`config.mk`:
```
export PLATFORM = sky130hd
export DESIGN_NAME = spi_shifter
export DESIGN_NICKNAME = d
export VERILOG_FILES = /design/src/rtl/spi_shifter.sv
export SDC_FILE = /design/constraint.sdc
export NUM_CORES = 1
export LEC_CHECK = 0
export CORE_ASPECT_RATIO = 0.8
export CORE_UTILIZATION = 55
export CTS_CLUSTER_DIAMETER = 80
export DETAILED_ROUTE_END_ITERATION = 16
export PLACE_DENSITY_LB_ADDON = 0.2
export SETUP_SLACK_MARGIN = 0.1
export SLEW_MARGIN = 20
export SYNTH_ARGS = -nofsm -noshare
export SYNTH_HDL_FRONTEND = slang
export SYNTH_SLANG_ARGS = --single-unit
```
`constraint.sdc`:
```
create_clock -name clk -period 3.6 [get_ports clk]
set_input_delay 0.54 -clock clk [delete_from_list [all_inputs] [get_ports clk]]
set_output_delay 0.54 -clock clk [all_outputs]
set_load 0.03 [all_outputs]
```
`src/rtl/spi_shifter.sv`:
```
// SPI master shift engine, mode 0 (sck idles low).
// Bit timing comes from a free-running sck_in supplied by an external divider.
// sck_in is synchronized into clk and turned into single-cycle rise/fall events.
// The FSM walks IDLE -> LEAD -> XFER -> TRAIL -> DONE, and every output is registered.
module spi_shifter #(
    parameter int WIDTH     = 8,
    parameter bit LSB_FIRST = 1'b0
) (
    input  logic             clk,
    input  logic             reset,
    input  logic             sck_in,
    input  logic             start,
    input  logic             abort,
    input  logic [WIDTH-1:0] tx_data,
    input  logic             miso,
    output logic             sck,
    output logic             mosi,
    output logic             cs_n,
    output logic             busy,
    output logic             done,
    output logic [WIDTH-1:0] rx_data
);

    localparam int CW = $clog2(WIDTH);

    typedef enum logic [2:0] {IDLE, LEAD, XFER, TRAIL, DONE} state_t;

    state_t           state_q;
    logic             sync1_q, sync2_q, hist_q;
    logic [WIDTH-1:0] tx_q, rx_q, rx_data_q;
    logic [CW-1:0]    bit_cnt_q;
    logic             sck_q, mosi_q, cs_n_q, busy_q, done_q;

    logic             rise_evt, fall_evt;
    logic             first_bit_d, next_bit_d, last_bit_d;
    logic [WIDTH-1:0] tx_d, rx_d;

    // Two-flop synchronizer plus a history flop for edge detection on sck_in.
    always_ff @(posedge clk or posedge reset) begin
        if (reset) begin
            sync1_q <= 1'b0;
            sync2_q <= 1'b0;
            hist_q  <= 1'b0;
        end else begin
            sync1_q <= sck_in;
            sync2_q <= sync1_q;
            hist_q  <= sync2_q;
        end
    end

    assign rise_evt = sync2_q & ~hist_q;
    assign fall_evt = ~sync2_q & hist_q;

    // Bit-order-dependent shift paths. The transmit word shifts out at the head.
    // Received bits enter at the opposite end.
    assign first_bit_d = LSB_FIRST ? tx_data[0] : tx_data[WIDTH-1];
    assign tx_d        = LSB_FIRST ? (tx_q >> 1) : (tx_q << 1);
    assign next_bit_d  = LSB_FIRST ? tx_q[1] : tx_q[WIDTH-2];
    assign rx_d        = LSB_FIRST ? {miso, rx_q[WIDTH-1:1]} : {rx_q[WIDTH-2:0], miso};
    assign last_bit_d  = (bit_cnt_q == CW'(WIDTH - 1));

    // Transfer FSM with registered SPI pins and status outputs.
    // abort overrides every edge event.
    always_ff @(posedge clk or posedge reset) begin
        if (reset) begin
            state_q   <= IDLE;
            tx_q      <= '0;
            rx_q      <= '0;
            rx_data_q <= '0;
            bit_cnt_q <= '0;
            sck_q     <= 1'b0;
            mosi_q    <= 1'b0;
            cs_n_q    <= 1'b1;
            busy_q    <= 1'b0;
            done_q    <= 1'b0;
        end else begin
            done_q <= 1'b0;
            if (abort && state_q != IDLE) begin
                state_q <= IDLE;
                sck_q   <= 1'b0;
                mosi_q  <= 1'b0;
                cs_n_q  <= 1'b1;
                busy_q  <= 1'b0;
            end else begin
                case (state_q)
                    IDLE: begin
                        if (start && !abort) begin
                            tx_q      <= tx_data;
                            bit_cnt_q <= '0;
                            cs_n_q    <= 1'b0;
                            mosi_q    <= first_bit_d;
                            busy_q    <= 1'b1;
                            state_q   <= LEAD;
                        end
                    end
                    // Waiting for a falling edge gives cs_n at least half a bit of setup before the first sck rise.
                    LEAD: begin
                        if (fall_evt) state_q <= XFER;
                    end
                    XFER: begin
                        if (rise_evt) begin
                            sck_q <= 1'b1;
                            rx_q  <= rx_d;
                        end else if (fall_evt) begin
                            sck_q <= 1'b0;
                            if (last_bit_d) begin
                                state_q <= TRAIL;
                            end else begin
                                bit_cnt_q <= bit_cnt_q + 1'b1;
                                tx_q      <= tx_d;
                                mosi_q    <= next_bit_d;
                            end
                        end
                    end
                    // The done strobe is raised on entry, so it lines up with the DONE cycle itself.
                    TRAIL: begin
                        if (rise_evt) begin
                            cs_n_q    <= 1'b1;
                            busy_q    <= 1'b0;
                            done_q    <= 1'b1;
                            rx_data_q <= rx_q;
                            state_q   <= DONE;
                        end
                    end
                    DONE: begin
                        mosi_q  <= 1'b0;
                        state_q <= IDLE;
                    end
                    default: state_q <= IDLE;
                endcase
            end
        end
    end

    assign sck     = sck_q;
    assign mosi    = mosi_q;
    assign cs_n    = cs_n_q;
    assign busy    = busy_q;
    assign done    = done_q;
    assign rx_data = rx_data_q;

endmodule
```
-- Word level (Yosys, flattened, before mapping)
Index checks and enable logic that the tools add are counted.
- flip-flop bits (word level): 37
- input port bits: 14
- output and inout bits: 13
- logic and storage cells: 91
- add/sub/neg operators: 1
- equality and inequality tests: 16
- mux-type cells: 39
- bitwise gates (word level): 5
- reduce and logical (&&, ||, !) cells: 17
- operators with widths (operator ; count):
    2-to-1 mux 3 bit ; 11
    2-to-1 mux 7 bit ; 4
    inequality test 3 bit, second input constant ; 7
    2-to-1 mux 1 bit ; 18
    one-hot mux 7 bit (2 select lines) ; 1
    one-hot mux 3 bit (4 select lines) ; 1
    AND reduction 6 bit ; 2
    AND reduction 3 bit ; 3
    nonzero test 3 bit ; 3
    inequality test 2 bit, second input constant ; 4
    equality test 3 x 2 -> 1 bit, second input constant ; 2
    equality test 3 bit, second input constant ; 2
    one-hot mux 3 bit (2 select lines) ; 1
    AND reduction 5 bit ; 1
    one-hot mux 1 bit (2 select lines) ; 2
    nonzero test 2 bit ; 2
    nonzero test 4 bit ; 1
    adder 3 x 1 -> 3 bit, second input constant ; 1
    equality test 3 x 1 -> 1 bit, second input constant ; 1
    zero test 3 bit ; 1
    NOT 1 bit ; 3
    one-hot mux 1 bit (3 select lines) ; 1
    AND 1 bit ; 2
    logical AND 1 bit ; 2
    other kinds (2) ; 2

-- Depth between registers and ports, before layout
Gate-level depths: netlist (run 1).
- depth in word-level cells: 6
- depth in mapped cells: 7
- gate-level depth less buffers: 6

-- Least setup slack after synthesis (run 1)
No wires, ideal clock.
- path kind: register to register
- from: register bit_cnt_q[0]
- to: register bit_cnt_q[0]
- setup time: 125 ps
- data arrival time: 2053 ps
- data required time: 3475 ps
- slack: 1422 ps
- stages on the path, launching flop included: 6
- path buffers: 0
- period minus slack after synthesis: 2178 ps
- cells stage by stage: dfrtp_1 -> ha_1 -> ha_1 -> or3b_4 -> a2111oi_4 -> mux2_4
- word-level cells in the longest chain between the ends: 5
- elaborated cells on any way between the ends: 8
- those cells by class: add/sub (1); eq/ne (2); mux (4); reduce/logical (1)
- RTL lines (what ; line ; source):
    start, declared ; 31 ; logic [CW-1:0] bit_cnt_q;
    start signal, assigned ; 109 ; bit_cnt_q <= bit_cnt_q + 1'b1;
    adder 3 x 1 -> 3 bit ; 109 ;
    2-to-1 mux 3 bit ; 106 ; if (last_bit_d) begin
    2-to-1 mux 3 bit ; 104 ; end else if (fall_evt) begin
    2-to-1 mux 3 bit ; 101 ; if (rise_evt) begin
    one-hot mux 3 bit (2 select lines) ; 85 ; case (state_q)
Parallel ways exist; a longest one is shown, timed or not. The select of a mux whose other input is x is not followed.
A chain may end at the register's enable or synchronous reset.

-- Worst setup path in the final report (run 1)
Ends and elaborated chain as after synthesis.

==> out/metrics.cfg, run 1 <==
[yosys]
yosys_most_used_dff=dfrtp_1
async_flop_share=1.00
ys_warn_count=0
avgSynthCellArea_um2=11.8
synth_commonest_cells=36 x dfrtp_1, 17 x mux2_2, 12 x nor2_1
yosysMostFrequentCell=dfrtp_1
synth_enable_flop_cells=0
synthesis.area_mm2=0.00170
synthesis.nets=162
synth-seq-cells=37
synth_top_area_share=0.530
synth.distinct_cells=38
yosysTopAreaCell=dfrtp_1
synth_area_leaders=dfrtp_1 53%, mux2_2 11%, mux2i_1 3.5%
synthCells=144
synth-seq-area-share=0.545

[min_path]
min_path_type=reg -> reg

[worst_setup_path]
cpMaxStageDelayCell=a2111oi_4
cp_top_family=compound AO/OA/AOI/OAI gates
end_kind=flip-flop
crit_chain=ha_1 -> ha_1 -> or3b_4 -> a2111oi_4 -> mux2_4
critPathLaunchType=flip-flop
crit_fanout=18
cp_data_required_time_ps=3770
slowest_delay_ps=890
crit_type=reg -> reg
worstPathArrival_ps=2750
cp_common_cell=ha_1
path_buf_inv=0

[final_layout]
nets=189
syn_to_final_growth_pct=21.7
layout-drive-gt1-share=0.186
stdcell_count=210
antenna_cells=0

[floorplan]
die_area_mm2=0.00332
core_area_mm2=0.00285
die_x_um=64.2
num_rows=17
start_util=0.597
io_pins=27
die_y_um=51.7

[global_routing]
busiest_layer=met2
met2_usage=0.342
grt_pass1_vias=1130
grt_use_met3=0.0680
grt_antenna_before_repair=0
overflow=0
grt_start_max_net_pins=27
track_usage=0.221
grt_pass1_wl_um=5240
use_met1=0.283

[clocking]
ctsHoldBuffers=0
post-cts-setup-buffer-count=0
path_clk_slew_ps=70
cts_resized=0
tritoncts=yes
numCtsBuffers=5
cts_max_level=2
clock_sinks=37
cts-root-buf=clkbuf_8
worstSkewPairLatency_ps=290
clk_path_buf_depth=2

[placed_design]
dp_hpwl_um=2170
portBuffers=26
place_inst=202
globalplace.congestion=0.926

[route]
remaining_drc_errors=0
first_pass_iters=4
vias_per_cell=5.49
wl_per_cell_um=14.5
dr_total_vias=1153
wl_um=3050
ant_nets=0
drtIter0Drc=69

[sta]
hold_viol_final=0
min_period_over_period=0.717
slew-limit-headroom=0.371
max_freq_ghz=0.387
clock_skew_ps=5.63
rsz0062_at_grt=false
setup_viol=0
fin_tns_setup_ps=0
worst_pin_slew_ps=943
maxSlewViolCount=0
fin_crit_ps=2580

[run_status]
status=completed

[power]
peakVddDrop_v=0.000366
power_density_mw_per_mm2=445
leakage_nw=0.969

[job]
drv_cap=0

[state kept, by name (all words and copies together) (netlist names)]
| signal | count |
|---|---|
| mosi | 1 |
| sync1_q | 1 |
| cs_n | 1 |
| sync2_q | 1 |
| rx_data | 8 |
| done | 1 |
| rx_q | 8 |
| bit_cnt_q | 3 |
| state_q | 3 |
| tx_q | 7 |
| hist_q | 1 |
| busy | 1 |
| sck | 1 |
[power by group]
part           switching, W  leakage, nW  total [W]  internal, W
clock              0.000137       0.0455   0.000293     0.000156
sequential        0.0000244        0.479   0.000476     0.000451
combinational     0.0000805        0.444   0.000151    0.0000708
[layout by cell type (no fill, tap or decap)]
cell / Yosys / routed
a31oi_1: 1 / 1
dfstp_2: 1 / 1
nand4_1: 2 / 2
a21oi_2: 1 / 1
a2111oi_0: 1 / 1
or3b_4: 1 / 1
nand3_1: 2 / 2
nor3b_1: 1 / 1
nor4_1: 1 / 1
nor2_2: 3 / 3
a21o_1: 1 / 1
o221ai_1: 1 / 1
clkbuf_1: 4 / 2
ha_1: 4 / 4
inv_1: 10 / 10
o31a_1: 1 / 1
nand2b_1: 5 / 5
dfrtp_1: 36 / 36
nand2_1: 2 / 2
o21ai_0: 5 / 5
or2_1: 1 / 1
nor3_1: 3 / 3
a2111oi_4: 1 / 1
o211ai_1: 1 / 1
o32ai_1: 1 / 1
mux2_4: 1 / 1
o22a_1: 1 / 1
mux2_2: 17 / 17
a2bb2oi_1: 1 / 1
clkdlybuf4s50_1: 0 / 26
a221oi_1: 1 / 1
buf_4: 0 / 1
o31ai_1: 1 / 1
nor2b_1: 2 / 2
clkbuf_8: 0 / 6
a21oi_1: 8 / 8
nor2_1: 12 / 12
a22oi_1: 1 / 1
mux2i_1: 6 / 6
[worst paths after layout]
check	startpoint	to	slack, ps	cells after the start
max reg2reg	bit_cnt_q[0]$_DFFE_PP0P_	bit_cnt_q[0]$_DFFE_PP0P_	1020	5
max	bit_cnt_q[0]$_DFFE_PP0P_	bit_cnt_q[0]$_DFFE_PP0P_	1020	5
max in group asynchronous	reset	cs_n$_DFFE_PP1P_	2300	3
min reg2reg	sync1_q$_DFF_PP0_	sync2_q$_DFF_PP0_	350	0
min in group asynchronous	reset	rx_data[6]$_DFFE_PP0P_	560	2
min	sync1_q$_DFF_PP0_	sync2_q$_DFF_PP0_	350	0
[metrics by stage]
step	setup slack, ps	total power, W	utilization	hold WS [ps]	cell area (um2)
global placement	1100	0.000630	0.694	335	1980
detailed placement	1040	0.000636	0.694	335	1980
global route	893	0.000964	0.726	377	2070
CTS	1030	0.000929	0.726	354	2070
floorplan	1420	0.000577	-	331	1700
finish	1020	0.000920	0.726	352	2070
[final cells by class]
type | count | area (um2)
multi-input combinational | 90 | 699
sequential | 37 | 927
tap | 38 | 47.5
inverter | 10 | 37.5
timing repair buffer | 27 | 268
fill | 211 | 781
clock buffer | 8 | 90.1
[per-layer routing]
| layer | routed length [um] | share of wire |
|---|---|---|
| met4 | 40 | 0.013 |
| met3 | 163 | 0.053 |
| met5 | 0 | 0 |
| met2 | 1420 | 0.47 |
| met1 | 1420 | 0.47 |
[cell families after synthesis]
group / after synthesis / synth area share
fa+ha+maj: 4 / 0.0294
flops: 37 / 0.545
simple gates: 35 / 0.108
mux: 24 / 0.157
compound gates: 27 / 0.117
buf+inv: 17 / 0.0434
Power figures use the tool's default switching activity.
==> run 2, diff against run 1 <==
--- a/config.mk
+++ b/config.mk
@@ -6,7 +6,7 @@
 export NUM_CORES = 1
 export LEC_CHECK = 0
 export CORE_ASPECT_RATIO = 0.8
-export CORE_UTILIZATION = 55
+export CORE_UTILIZATION = 47
 export CTS_CLUSTER_DIAMETER = 80
 export DETAILED_ROUTE_END_ITERATION = 16
 export PLACE_DENSITY_LB_ADDON = 0.2
==> constraint.sdc (replaced) <==
create_clock -name clk -period 2.15 [get_ports clk]
set_input_delay 0.3225 -clock clk [delete_from_list [all_inputs] [get_ports clk]]
set_output_delay 0.3225 -clock clk [all_outputs]
set_load 0.03 [all_outputs]
==> run 2 against run 1 <==
Compared with the run above: clock skew grew 2.7 ps; sequential share of layout area shrank 2.8 points; via count grew 6.6%; critical endpoint is now tx_q[1]$_DFFE_PP0P_.
==> out/metrics.cfg, run 2 (synthesis results as in run 1) <==
[run_status]
status=completed

[power]
finalPower_w=0.00156
share_seq_of_total_power=0.508
combPwrFrac=0.178
clkPwrFrac=0.314
power_density_mw_per_mm2=705
peakVddDrop_v=0.000452
p_switching_w=0.000408
netSwitchingFraction=0.262
internal_power_w=0.00115
leakage_nw=1.03

[clocking]
tritoncts=yes
cts-root-buf=clkbuf_8
ctsHoldBuffers=0
cts_max_level=2
clock_sinks=37
clk_path_buf_depth=2
numCtsBuffers=5
path_clk_slew_ps=70
worstSkewPairLatency_ps=290

[sta]
worst_pin_slew_ps=450
fin_crit_ps=2070
slew-limit-headroom=0.700
clock_skew_ps=8.29
min_period_over_period=0.961
fin_tns_setup_ps=0
rsz0062_at_grt=true
setup_viol=0
maxSlewViolCount=0
hold_viol_final=0
max_freq_ghz=0.484

[global_routing]
grt_antenna_before_repair=0
grt_pass1_vias=1256
overflow=0
grt_pass1_wl_um=5550
grt_start_max_net_pins=38
track_usage=0.184

[worst_setup_path]
worstPathArrival_ps=2240
crit_type=reg -> reg
ff2ff_setup_slack_ps=80
crit_fanout=8
worstReg2RegStart=bit_cnt_q[1]$_DFFE_PP0P_
crit_path_start=bit_cnt_q[1]$_DFFE_PP0P_
end_kind=flip-flop
critPathLaunchType=flip-flop
cp_data_required_time_ps=2330

[route]
wl_um=3240
vias_per_cell=5.44
ant_nets=0
drtIter0Drc=50
dr_total_vias=1229
wl_per_cell_um=14.3
remaining_drc_errors=0
first_pass_iters=4

[min_path]
hp-start=sync1_q$_DFF_PP0_
min_path_type=reg -> reg

[floorplan]
core_area_mm2=0.00345
die_y_um=55.8
die_area_mm2=0.00386
die_x_um=69.2
io_pins=27
num_rows=19
start_util=0.493

[placed_design]
dp_hpwl_um=2240
portBuffers=26
globalplace.congestion=0.792
place_area_mm2=0.00207

[final_layout]
layout-drive-gt1-share=0.250
antenna_cells=0
layout_common_cells=36 x dfrtp_1, 26 x clkdlybuf4s50_1, 17 x mux2_2, 12 x nor2_1
nets=201
nFillCells=275
design_area_mm2=0.00221
syn_to_final_growth_pct=29.9
final_common_cell=dfrtp_1

[job]
drv_cap=0

[run 2: critical path, stage by stage, from the launching register on]
cell       delay [ps]
dfrtp_1           400
ha_2              210
ha_4              160
or3b_4            380
a2111oi_4         460
buf_6             200
buf_4             110
a21oi_2            40
[run 2: path summary, 6_finish.rpt]
check,cells after the start,endpoint
hold / removal,0,sync2_q$_DFF_PP0_
hold reg to reg,0,sync2_q$_DFF_PP0_
setup reg to reg,7,tx_q[1]$_DFFE_PP0P_
setup / recovery,7,tx_q[1]$_DFFE_PP0P_
max in group asynchronous,3,cs_n$_DFFE_PP1P_
min in group asynchronous,3,tx_q[0]$_DFFE_PP0P_
[run 2: layer usage]
metal / track usage / wire length, um
met1: 0.245 / 1560
met4: 0.0729 / 51
met5: 0 / 0
met3: 0.0562 / 107
met2: 0.282 / 1520
[run 2: layout make-up]
cell class	count	area (um2)	share of cell area
well taps	42	52.6	0.0238
inverters	10	37.5	0.0170
multi-input cells	90	714	0.324
flip-flops and latches	37	927	0.420
clock buffers	8	90.1	0.0408
repair buffers	39	387	0.175
[run 2: power by group through the flow]
| stage | combinational (W) | clock [W] | sequential (W) |
|---|---|---|---|
| floorplan | 0.000126 | 0 | 0.000841 |
| global placement | 0.000267 | 0 | 0.000802 |
| detailed placement | 0.000271 | 0 | 0.000805 |
| CTS | 0.000273 | 0.000507 | 0.000792 |
| global route | 0.000304 | 0.000541 | 0.000799 |
| finish | 0.000278 | 0.000489 | 0.000791 |
[run 2: metrics by stage]
step | worst slack, ps | utilization | std cells | hold WS [ps]
floorplan | 101 | - | 144 | 331
global placement | 160 | 0.602 | 214 | 335
detailed placement | 62.7 | 0.602 | 214 | 343
CTS | 93.4 | 0.629 | 222 | 360
global route | -10.2 | 0.641 | 226 | 370
finish | 84.0 | 0.641 | 226 | 357
[run 2: repair_timing]
item,in CTS,in global routing
endpoints found under the setup margin,4,9
cloned,0,1
gates resized for setup,1,4
buffers inserted,0,3
pin swaps,0,1
==> run 3, diff against run 2 <==
--- a/config.mk
+++ b/config.mk
@@ -5,13 +5,14 @@
 export SDC_FILE = /design/constraint.sdc
 export NUM_CORES = 1
 export LEC_CHECK = 0
+export CAP_MARGIN = 20
 export CORE_ASPECT_RATIO = 0.8
 export CORE_UTILIZATION = 47
 export CTS_CLUSTER_DIAMETER = 80
 export DETAILED_ROUTE_END_ITERATION = 16
 export PLACE_DENSITY_LB_ADDON = 0.2
 export SETUP_SLACK_MARGIN = 0.1
-export SLEW_MARGIN = 20
+export SLEW_MARGIN = 40
 export SYNTH_ARGS = -nofsm -noshare
 export SYNTH_HDL_FRONTEND = slang
 export SYNTH_SLANG_ARGS = --single-unit
==> results of run 3 <==
The final DEF is identical to that of run 2; final timing and power are the same.
